**src/rtl/mips_pkg.sv**
```systemverilog
// Shared encodings for the multicycle MIPS controller: FSM states, opcodes,
// ALU/PC mux selects and the packed control word.
package mips_pkg;

  typedef enum logic [3:0] {
    S_FETCH  = 4'd0,
    S_DECODE = 4'd1,
    S_MEMADR = 4'd2,
    S_MEMRD  = 4'd3,
    S_MEMWB  = 4'd4,
    S_MEMWR  = 4'd5,
    S_EXEC   = 4'd6,
    S_RWB    = 4'd7,
    S_BRANCH = 4'd8,
    S_ADDIEX = 4'd9,
    S_ADDIWB = 4'd10,
    S_JUMP   = 4'd11
  } state_e;

  localparam logic [5:0] OP_RTYPE = 6'b000000;
  localparam logic [5:0] OP_LW    = 6'b100011;
  localparam logic [5:0] OP_SW    = 6'b101011;
  localparam logic [5:0] OP_BEQ   = 6'b000100;
  localparam logic [5:0] OP_BNE   = 6'b000101;
  localparam logic [5:0] OP_ADDI  = 6'b001000;
  localparam logic [5:0] OP_J     = 6'b000010;

  localparam logic [1:0] ALU_ADD   = 2'b00;
  localparam logic [1:0] ALU_SUB   = 2'b01;
  localparam logic [1:0] ALU_FUNCT = 2'b10;

  localparam logic [1:0] PCS_ALU    = 2'b00;
  localparam logic [1:0] PCS_ALUOUT = 2'b01;
  localparam logic [1:0] PCS_JUMP   = 2'b10;

  localparam logic [1:0] SRCB_REG   = 2'b00;
  localparam logic [1:0] SRCB_FOUR  = 2'b01;
  localparam logic [1:0] SRCB_IMM   = 2'b10;
  localparam logic [1:0] SRCB_IMMSH = 2'b11;

  typedef struct packed {
    logic       pcWrite;
    logic       pcWriteCond;
    logic       iOrD;
    logic       memRead;
    logic       memWrite;
    logic       irWrite;
    logic       memToReg;
    logic       regDst;
    logic       regWrite;
    logic       aluSrcA;
    logic       ne;
    logic [1:0] aluSrcB;
    logic [1:0] aluOp;
    logic [1:0] pcSource;
  } ctrl_t;

endpackage

```
**src/rtl/mc_opdecode.sv**
```systemverilog
// Combinational opcode classifier feeding the DECODE/MEMADR/BRANCH decisions.
module mc_opdecode
  import mips_pkg::*;
(
  input  logic [5:0] opcode,
  output logic       isMem,
  output logic       isLoad,
  output logic       isRtype,
  output logic       isBranch,
  output logic       isBne,
  output logic       isAddi,
  output logic       isJump,
  output logic       isIllegal
);

  always_comb begin
    isMem     = 1'b0;
    isLoad    = 1'b0;
    isRtype   = 1'b0;
    isBranch  = 1'b0;
    isBne     = 1'b0;
    isAddi    = 1'b0;
    isJump    = 1'b0;
    isIllegal = 1'b0;
    case (opcode)
      OP_LW:    begin isMem = 1'b1; isLoad = 1'b1; end
      OP_SW:    isMem = 1'b1;
      OP_RTYPE: isRtype = 1'b1;
      OP_BEQ:   isBranch = 1'b1;
      OP_BNE:   begin isBranch = 1'b1; isBne = 1'b1; end
      OP_ADDI:  isAddi = 1'b1;
      OP_J:     isJump = 1'b1;
      default:  isIllegal = 1'b1;
    endcase
  end

endmodule

```
**src/rtl/multicycle_control.sv**
```systemverilog
// Multicycle MIPS control FSM: Moore control decode, memory-ready stalls and a
// retired-instruction counter.
module multicycle_control
  import mips_pkg::*;
#(
  parameter int USE_MEM_READY = 1
) (
  input  logic        clk,
  input  logic        reset,
  input  logic [5:0]  opcode,
  input  logic        zero,
  input  logic        mem_ready,
  output logic        PCWrite,
  output logic        PCWriteCond,
  output logic        IorD,
  output logic        MemRead,
  output logic        MemWrite,
  output logic        IRWrite,
  output logic        MemToReg,
  output logic        RegDst,
  output logic        RegWrite,
  output logic        ALUSrcA,
  output logic        Ne,
  output logic        pc_en,
  output logic        illegal_op,
  output logic [1:0]  ALUSrcB,
  output logic [1:0]  ALUOp,
  output logic [1:0]  PCSource,
  output logic [3:0]  state,
  output logic [15:0] retired_count
);

  state_e      stateQ, stateNext;
  ctrl_t       ctrl;
  logic        illegal, retire, memRdy;
  logic [15:0] retiredCount;
  logic        isMem, isLoad, isRtype, isBranch, isBne, isAddi, isJump, isIllegal;

  assign memRdy = (USE_MEM_READY != 0) ? mem_ready : 1'b1;

  mc_opdecode uDec (
    .opcode    (opcode),
    .isMem     (isMem),
    .isLoad    (isLoad),
    .isRtype   (isRtype),
    .isBranch  (isBranch),
    .isBne     (isBne),
    .isAddi    (isAddi),
    .isJump    (isJump),
    .isIllegal (isIllegal)
  );

  // Counter only writes on retire so a held value is never overwritten idle.
  always_ff @(posedge clk) begin
    if (!reset) begin
      stateQ       <= S_FETCH;
      retiredCount <= 16'd0;
    end else begin
      stateQ <= stateNext;
      if (retire) retiredCount <= retiredCount + 16'd1;
    end
  end

  always_comb begin
    ctrl      = '0;
    stateNext = stateQ;
    illegal   = 1'b0;
    retire    = 1'b0;
    case (stateQ)
      S_FETCH: begin
        ctrl.memRead = 1'b1;
        ctrl.aluSrcB = SRCB_FOUR;
        ctrl.irWrite = memRdy;
        ctrl.pcWrite = memRdy;
        if (memRdy) stateNext = S_DECODE;
      end
      S_DECODE: begin
        ctrl.aluSrcB = SRCB_IMMSH;
        if (isMem)         stateNext = S_MEMADR;
        else if (isRtype)  stateNext = S_EXEC;
        else if (isBranch) stateNext = S_BRANCH;
        else if (isAddi)   stateNext = S_ADDIEX;
        else if (isJump)   stateNext = S_JUMP;
        else begin
          stateNext = S_FETCH;
          illegal   = isIllegal;
        end
      end
      S_MEMADR: begin
        ctrl.aluSrcA = 1'b1;
        ctrl.aluSrcB = SRCB_IMM;
        stateNext    = isLoad ? S_MEMRD : S_MEMWR;
      end
      S_MEMRD: begin
        ctrl.memRead = 1'b1;
        ctrl.iOrD    = 1'b1;
        if (memRdy) stateNext = S_MEMWB;
      end
      S_MEMWB: begin
        ctrl.memToReg = 1'b1;
        ctrl.regWrite = 1'b1;
        stateNext     = S_FETCH;
        retire        = 1'b1;
      end
      S_MEMWR: begin
        ctrl.memWrite = 1'b1;
        ctrl.iOrD     = 1'b1;
        if (memRdy) begin
          stateNext = S_FETCH;
          retire    = 1'b1;
        end
      end
      S_EXEC: begin
        ctrl.aluSrcA = 1'b1;
        ctrl.aluSrcB = SRCB_REG;
        ctrl.aluOp   = ALU_FUNCT;
        stateNext    = S_RWB;
      end
      S_RWB: begin
        ctrl.regDst   = 1'b1;
        ctrl.regWrite = 1'b1;
        stateNext     = S_FETCH;
        retire        = 1'b1;
      end
      S_BRANCH: begin
        ctrl.aluSrcA     = 1'b1;
        ctrl.aluSrcB     = SRCB_REG;
        ctrl.aluOp       = ALU_SUB;
        ctrl.pcWriteCond = 1'b1;
        ctrl.pcSource    = PCS_ALUOUT;
        ctrl.ne          = isBne;
        stateNext        = S_FETCH;
        retire           = 1'b1;
      end
      S_ADDIEX: begin
        ctrl.aluSrcA = 1'b1;
        ctrl.aluSrcB = SRCB_IMM;
        ctrl.aluOp   = ALU_ADD;
        stateNext    = S_ADDIWB;
      end
      S_ADDIWB: begin
        ctrl.regWrite = 1'b1;
        stateNext     = S_FETCH;
        retire        = 1'b1;
      end
      S_JUMP: begin
        ctrl.pcWrite  = 1'b1;
        ctrl.pcSource = PCS_JUMP;
        stateNext     = S_FETCH;
        retire        = 1'b1;
      end
      default: stateNext = S_FETCH;
    endcase
    // Held in reset: strobes off, muxes parked at their FETCH settings.
    if (!reset) begin
      ctrl         = '0;
      ctrl.aluSrcB = SRCB_FOUR;
      illegal      = 1'b0;
    end
  end

  assign PCWrite       = ctrl.pcWrite;
  assign PCWriteCond   = ctrl.pcWriteCond;
  assign IorD          = ctrl.iOrD;
  assign MemRead       = ctrl.memRead;
  assign MemWrite      = ctrl.memWrite;
  assign IRWrite       = ctrl.irWrite;
  assign MemToReg      = ctrl.memToReg;
  assign RegDst        = ctrl.regDst;
  assign RegWrite      = ctrl.regWrite;
  assign ALUSrcA       = ctrl.aluSrcA;
  assign Ne            = ctrl.ne;
  assign ALUSrcB       = ctrl.aluSrcB;
  assign ALUOp         = ctrl.aluOp;
  assign PCSource      = ctrl.pcSource;
  assign pc_en         = ctrl.pcWrite | (ctrl.pcWriteCond & (zero ^ ctrl.ne));
  assign illegal_op    = illegal;
  assign state         = reset ? stateQ : S_FETCH;
  assign retired_count = retiredCount;

endmodule

```
**config.mk**
```make
export PLATFORM = sky130hd
export DESIGN_NAME = multicycle_control
export DESIGN_NICKNAME = d
export VERILOG_FILES = /design/src/rtl/mips_pkg.sv /design/src/rtl/mc_opdecode.sv /design/src/rtl/multicycle_control.sv
export SDC_FILE = /design/constraint.sdc
export NUM_CORES = 1
export LEC_CHECK = 0
export CAP_MARGIN = 25
export CELL_PAD_IN_SITES_DETAIL_PLACEMENT = 1
export CELL_PAD_IN_SITES_GLOBAL_PLACEMENT = 1
export CORE_MARGIN = 4
export CORE_UTILIZATION = 31
export CTS_BUF_LIST = sky130_fd_sc_hd__clkbuf_8 sky130_fd_sc_hd__clkbuf_16
export CTS_CLUSTER_SIZE = 14
export DETAILED_ROUTE_END_ITERATION = 8
export PLACE_DENSITY = 0.89
export SYNTH_ARGS = -nofsm -noshare
export SYNTH_HDL_FRONTEND = slang
export SYNTH_SLANG_ARGS = --single-unit
```
**constraint.sdc**
```tcl
create_clock -name clk -period 1.95 [get_ports clk]
set_input_delay 0.2925 -clock clk [delete_from_list [all_inputs] [get_ports clk]]
set_output_delay 0.2925 -clock clk [all_outputs]
set_load 0.005 [all_outputs]
```
==> summary.txt <==
Run status
  • Status: finished clean

Logic synthesis
  • FF+latch count, synth: 20
  • Cell taking the most area after synthesis: dfxtp_1
  • Register area share after synthesis: 0.286
  • Top-count cell post-synth: nor2_1
  • Fraction of registers with async set or reset after synthesis: 0
  • Area share of the largest cell type after synthesis: 0.286
  • Synth area leaders: dfxtp_1 (29%), xnor2_1 (9.4%), nor2_1 (7.5%), nor4_1 (4.9%), nor3_1 (3.6%)
  • Syn avg cell area: 7.28 sq um
  • Synthesized instance count: 192
  • Post-synth EDFFs: 0
  • Netlist Area Pre-Place: 0.00140 sq mm
  • Warnings from Yosys: 0
  • Synthesized Nets: 203
  • Netlist cell types: 42
  • Post-synth top cells: nor2_1 (28), dfxtp_1 (20), xnor2_1 (15), nand2_1 (13), nor4_1 (11)
  • Main synth FF type: dfxtp_1

Cells and area
  • Nets: 284
  • Final instance area: 0.00233 sq mm
  • Fillers: 542
  • Multi-input gate area: 988 sq um
  • FF+latch area: 409 sq um
  • N_diodes: 0
  • Share of cells above drive strength 1: 0.277
  • Area Growth Syn to Fin: 67.0%

Global routing
  • Vias in the first global route: 1789
  • Largest net degree at the start of global routing: 22
  • First-pass GRT wire length: 8960 um
  • GR Util All Layers: 0.205
  • Remaining global-route overflow: 0
  • Initial antenna violation count: 0

Timing
  • Final period util: 0.966
  • Maximum clock frequency: 531 MHz
  • Slew @ Worst Pin: 404 ps
  • Worst rel slew slack: 0.723
  • Tmin final: 1880 ps
  • Clock Skews: 1.82 ps
  • Final Hold Viols: 0
  • Max-slew violations: 0
  • Final setup violation count: 0
  • Final Hold Slack: 538 ps

Route
  • Via count: 1756
  • Routed vias/inst: 5.44
  • Avg WL per Cell: 18.1 um
  • Final ANT Viol Nets: 0
  • Drc violations: 0
  • Iter 0 DRT Violations: 59
  • Wirelength, routed: 5850 um
  • DRT Pass-1 Iters: 4

Setup path
  • Critical path start-end classification: flip-flop to output pin
  • CP endpoint kind: output pin
  • Critical path peak fanout: 5
  • Critical path cell sequence: buf_4, nand2_2, buf_4, inv_1, clkdlybuf4s50_1
  • FF-to-FF End: retired_count[15]$_SDFFE_PN0P_
  • Most used cell, CP: buf_4
  • CP Data Required Time: 1660 ps
  • Worst stage delay on the critical path: 490 ps
  • Critical path startpoint category: flip-flop
  • RR Startpoint: stateQ[3]$_SDFFE_PN0P_
  • Top Family by Delay on Critical Path: buffers and inverters
  • Worst R2R Path Depth: 6
  • Buf+Inv Stages, Crit Path: 4
  • Critical path launch point: stateQ[2]$_SDFFE_PN0P_
  • Slowest stage cell, crit path: clkdlybuf4s50_1
  • Worst path depth: 5
  • Crit path to: state[2]
  • CP arrival: 1590 ps
  • Reg2Reg Setup Slack: 70 ps

Floorplan
  • Die Area: 0.00565 sq mm
  • Site row count: 24
  • Chip height: 75.1 um
  • Die width: 75.1 um
  • IO Count: 49
  • Core ar.: 0.00435 sq mm
  • Initial Util: 0.321

Clock tree
  • Root Driver: clkbuf_8
  • TritonCTS Buffers: 3
  • Skew-Pair Late Insertion Delay: 260 ps
  • CTS Hold Buffers Added: 0
  • CTS sink cnt: 20
  • CTS tree: done
  • Clock-pin slew on the worst setup and hold paths: 70 ps
  • H-tree depth: 1
  • Clk buf depth: 2

Pwr
  • Clock share of power: 0.311
  • Pwr dens: 364 mW/mm^2
  • Peak supply drop: 0.000357 V
  • Sw Ratio: 0.256
  • Leak: 0.993 nW
  • Net Switching: 218 uW
  • Comb power frac: 0.205
  • Pint: 633 uW
  • Seq pwr share: 0.484

Hold path
  • Type of the worst min-delay path: flip-flop to flip-flop
  • HP Start: retired_count[12]$_SDFFE_PN0P_

Placement
  • # port buffers: 48
  • GPL Wtd Cong: 0.820
  • Hpwl dp: 4040 um
  • Placed inst area: 0.00214 sq mm

Run
  • Total of max-cap violations: 0
[area by class of cell]
cell class                 instances  area share
inverter                           6     0.00965
multi-input combinational        150       0.424
sequential                        20       0.175
tap                               52      0.0279
timing repair buffer              92       0.346
clock buffer                       3      0.0177
[metal layers]
metal  vias to the layer above  global-route usage  wire length [um]
li1                        836                   -                 -
met4                         0              0.0524               112
met2                        42               0.363              3060
met1                       870               0.255              2500
met5                         -                   0                 0
met3                         8              0.0360               179
[through the flow]
stage | cells | utilization | setup slack [ps] | power [mW] | TNS (ps)
3_3_place_gp | 312 | 0.491 | -391 | 0.567 | -3110
4_1_cts | 322 | 0.523 | -83.3 | 0.852 | -83.3
3_5_place_dp | 312 | 0.491 | -527 | 0.573 | -4540
5_1_grt | 323 | 0.536 | -48.9 | 0.892 | -63.9
6_report | 323 | 0.536 | 65.5 | 0.851 | 0
2_1_floorplan | 192 | - | 323 | 0.480 | 0
[tightest hold or removal path, delay by kind of cell (launching register included)]
family | cells | cell delay, ps
xor+xnor | 1 | 80
flops | 1 | 360
simple gates | 1 | 70
[cells in the final DEF, fill, tap and decap left out, drive strengths merged, types with 2 or more instances in the layout]
cell type and count:
clkdlybuf4s50 24, a22oi 2, or3 3, nor3b 2, buf 45, nand2b 6, o21ai 6, o31ai 3
nor2 28, xor2 2, nor3 10, nor4 11, nand3 7, nand2 13, dlygate4sd2 15, inv 6
clkbuf 5, dlymetal6s2s 6, xnor2 15, nor4b 3, and3 3, nand4 5, a21oi 7, and2 2
and4 2, dfxtp 20, nor2b 6
[worst min path at each step]
stage | to | slack (ps) | cells past startpoint
5_1_grt | retired_count[15]$_SDFFE_PN0P_ | 560 | 2
3_3_place_gp | retired_count[15]$_SDFFE_PN0P_ | 480 | 2
6_report | retired_count[12]$_SDFFE_PN0P_ | 540 | 2
3_5_place_dp | retired_count[12]$_SDFFE_PN0P_ | 530 | 2
4_1_cts | retired_count[15]$_SDFFE_PN0P_ | 540 | 2
2_1_floorplan | stateQ[0]$_SDFFE_PN0P_ | 470 | 2
[cell families (layout without fill, tap and decap cells)]
logic type               Yosys count  count (layout)  share of synthesized area
AO/OA/AOI/OAI                     27              27                      0.128
adder cells (fa/ha/maj)            1               1                    0.00895
flip-flops                        20              20                      0.286
buffers and inverters             22             101                     0.0698
AND/OR/NAND/NOR                  105             105                      0.400
XOR/XNOR                          17              17                      0.107
[state kept, by name (all words and copies together), names as in the netlist]
| signal | cells |
|---|---|
| retired_count | 16 |
| stateQ | 4 |
[power by group through the flow]
stage	clock (mW)	combinational, mW	sequential (mW)
final	0.265	0.174	0.411
after global routing	0.294	0.187	0.411
after CTS	0.278	0.163	0.411
after detailed placement	0	0.150	0.423
after global placement	0	0.144	0.423
after floorplan	0	0.0588	0.421
[repair_timing]
action | CTS | global route
setup endpoints to repair | 20 | 15
setup buffers | 7 | 1
pin swaps | 7 | 2
cloned | 0 | 0
resized for setup | 43 | 20
(Power assumes the default switching activity.)
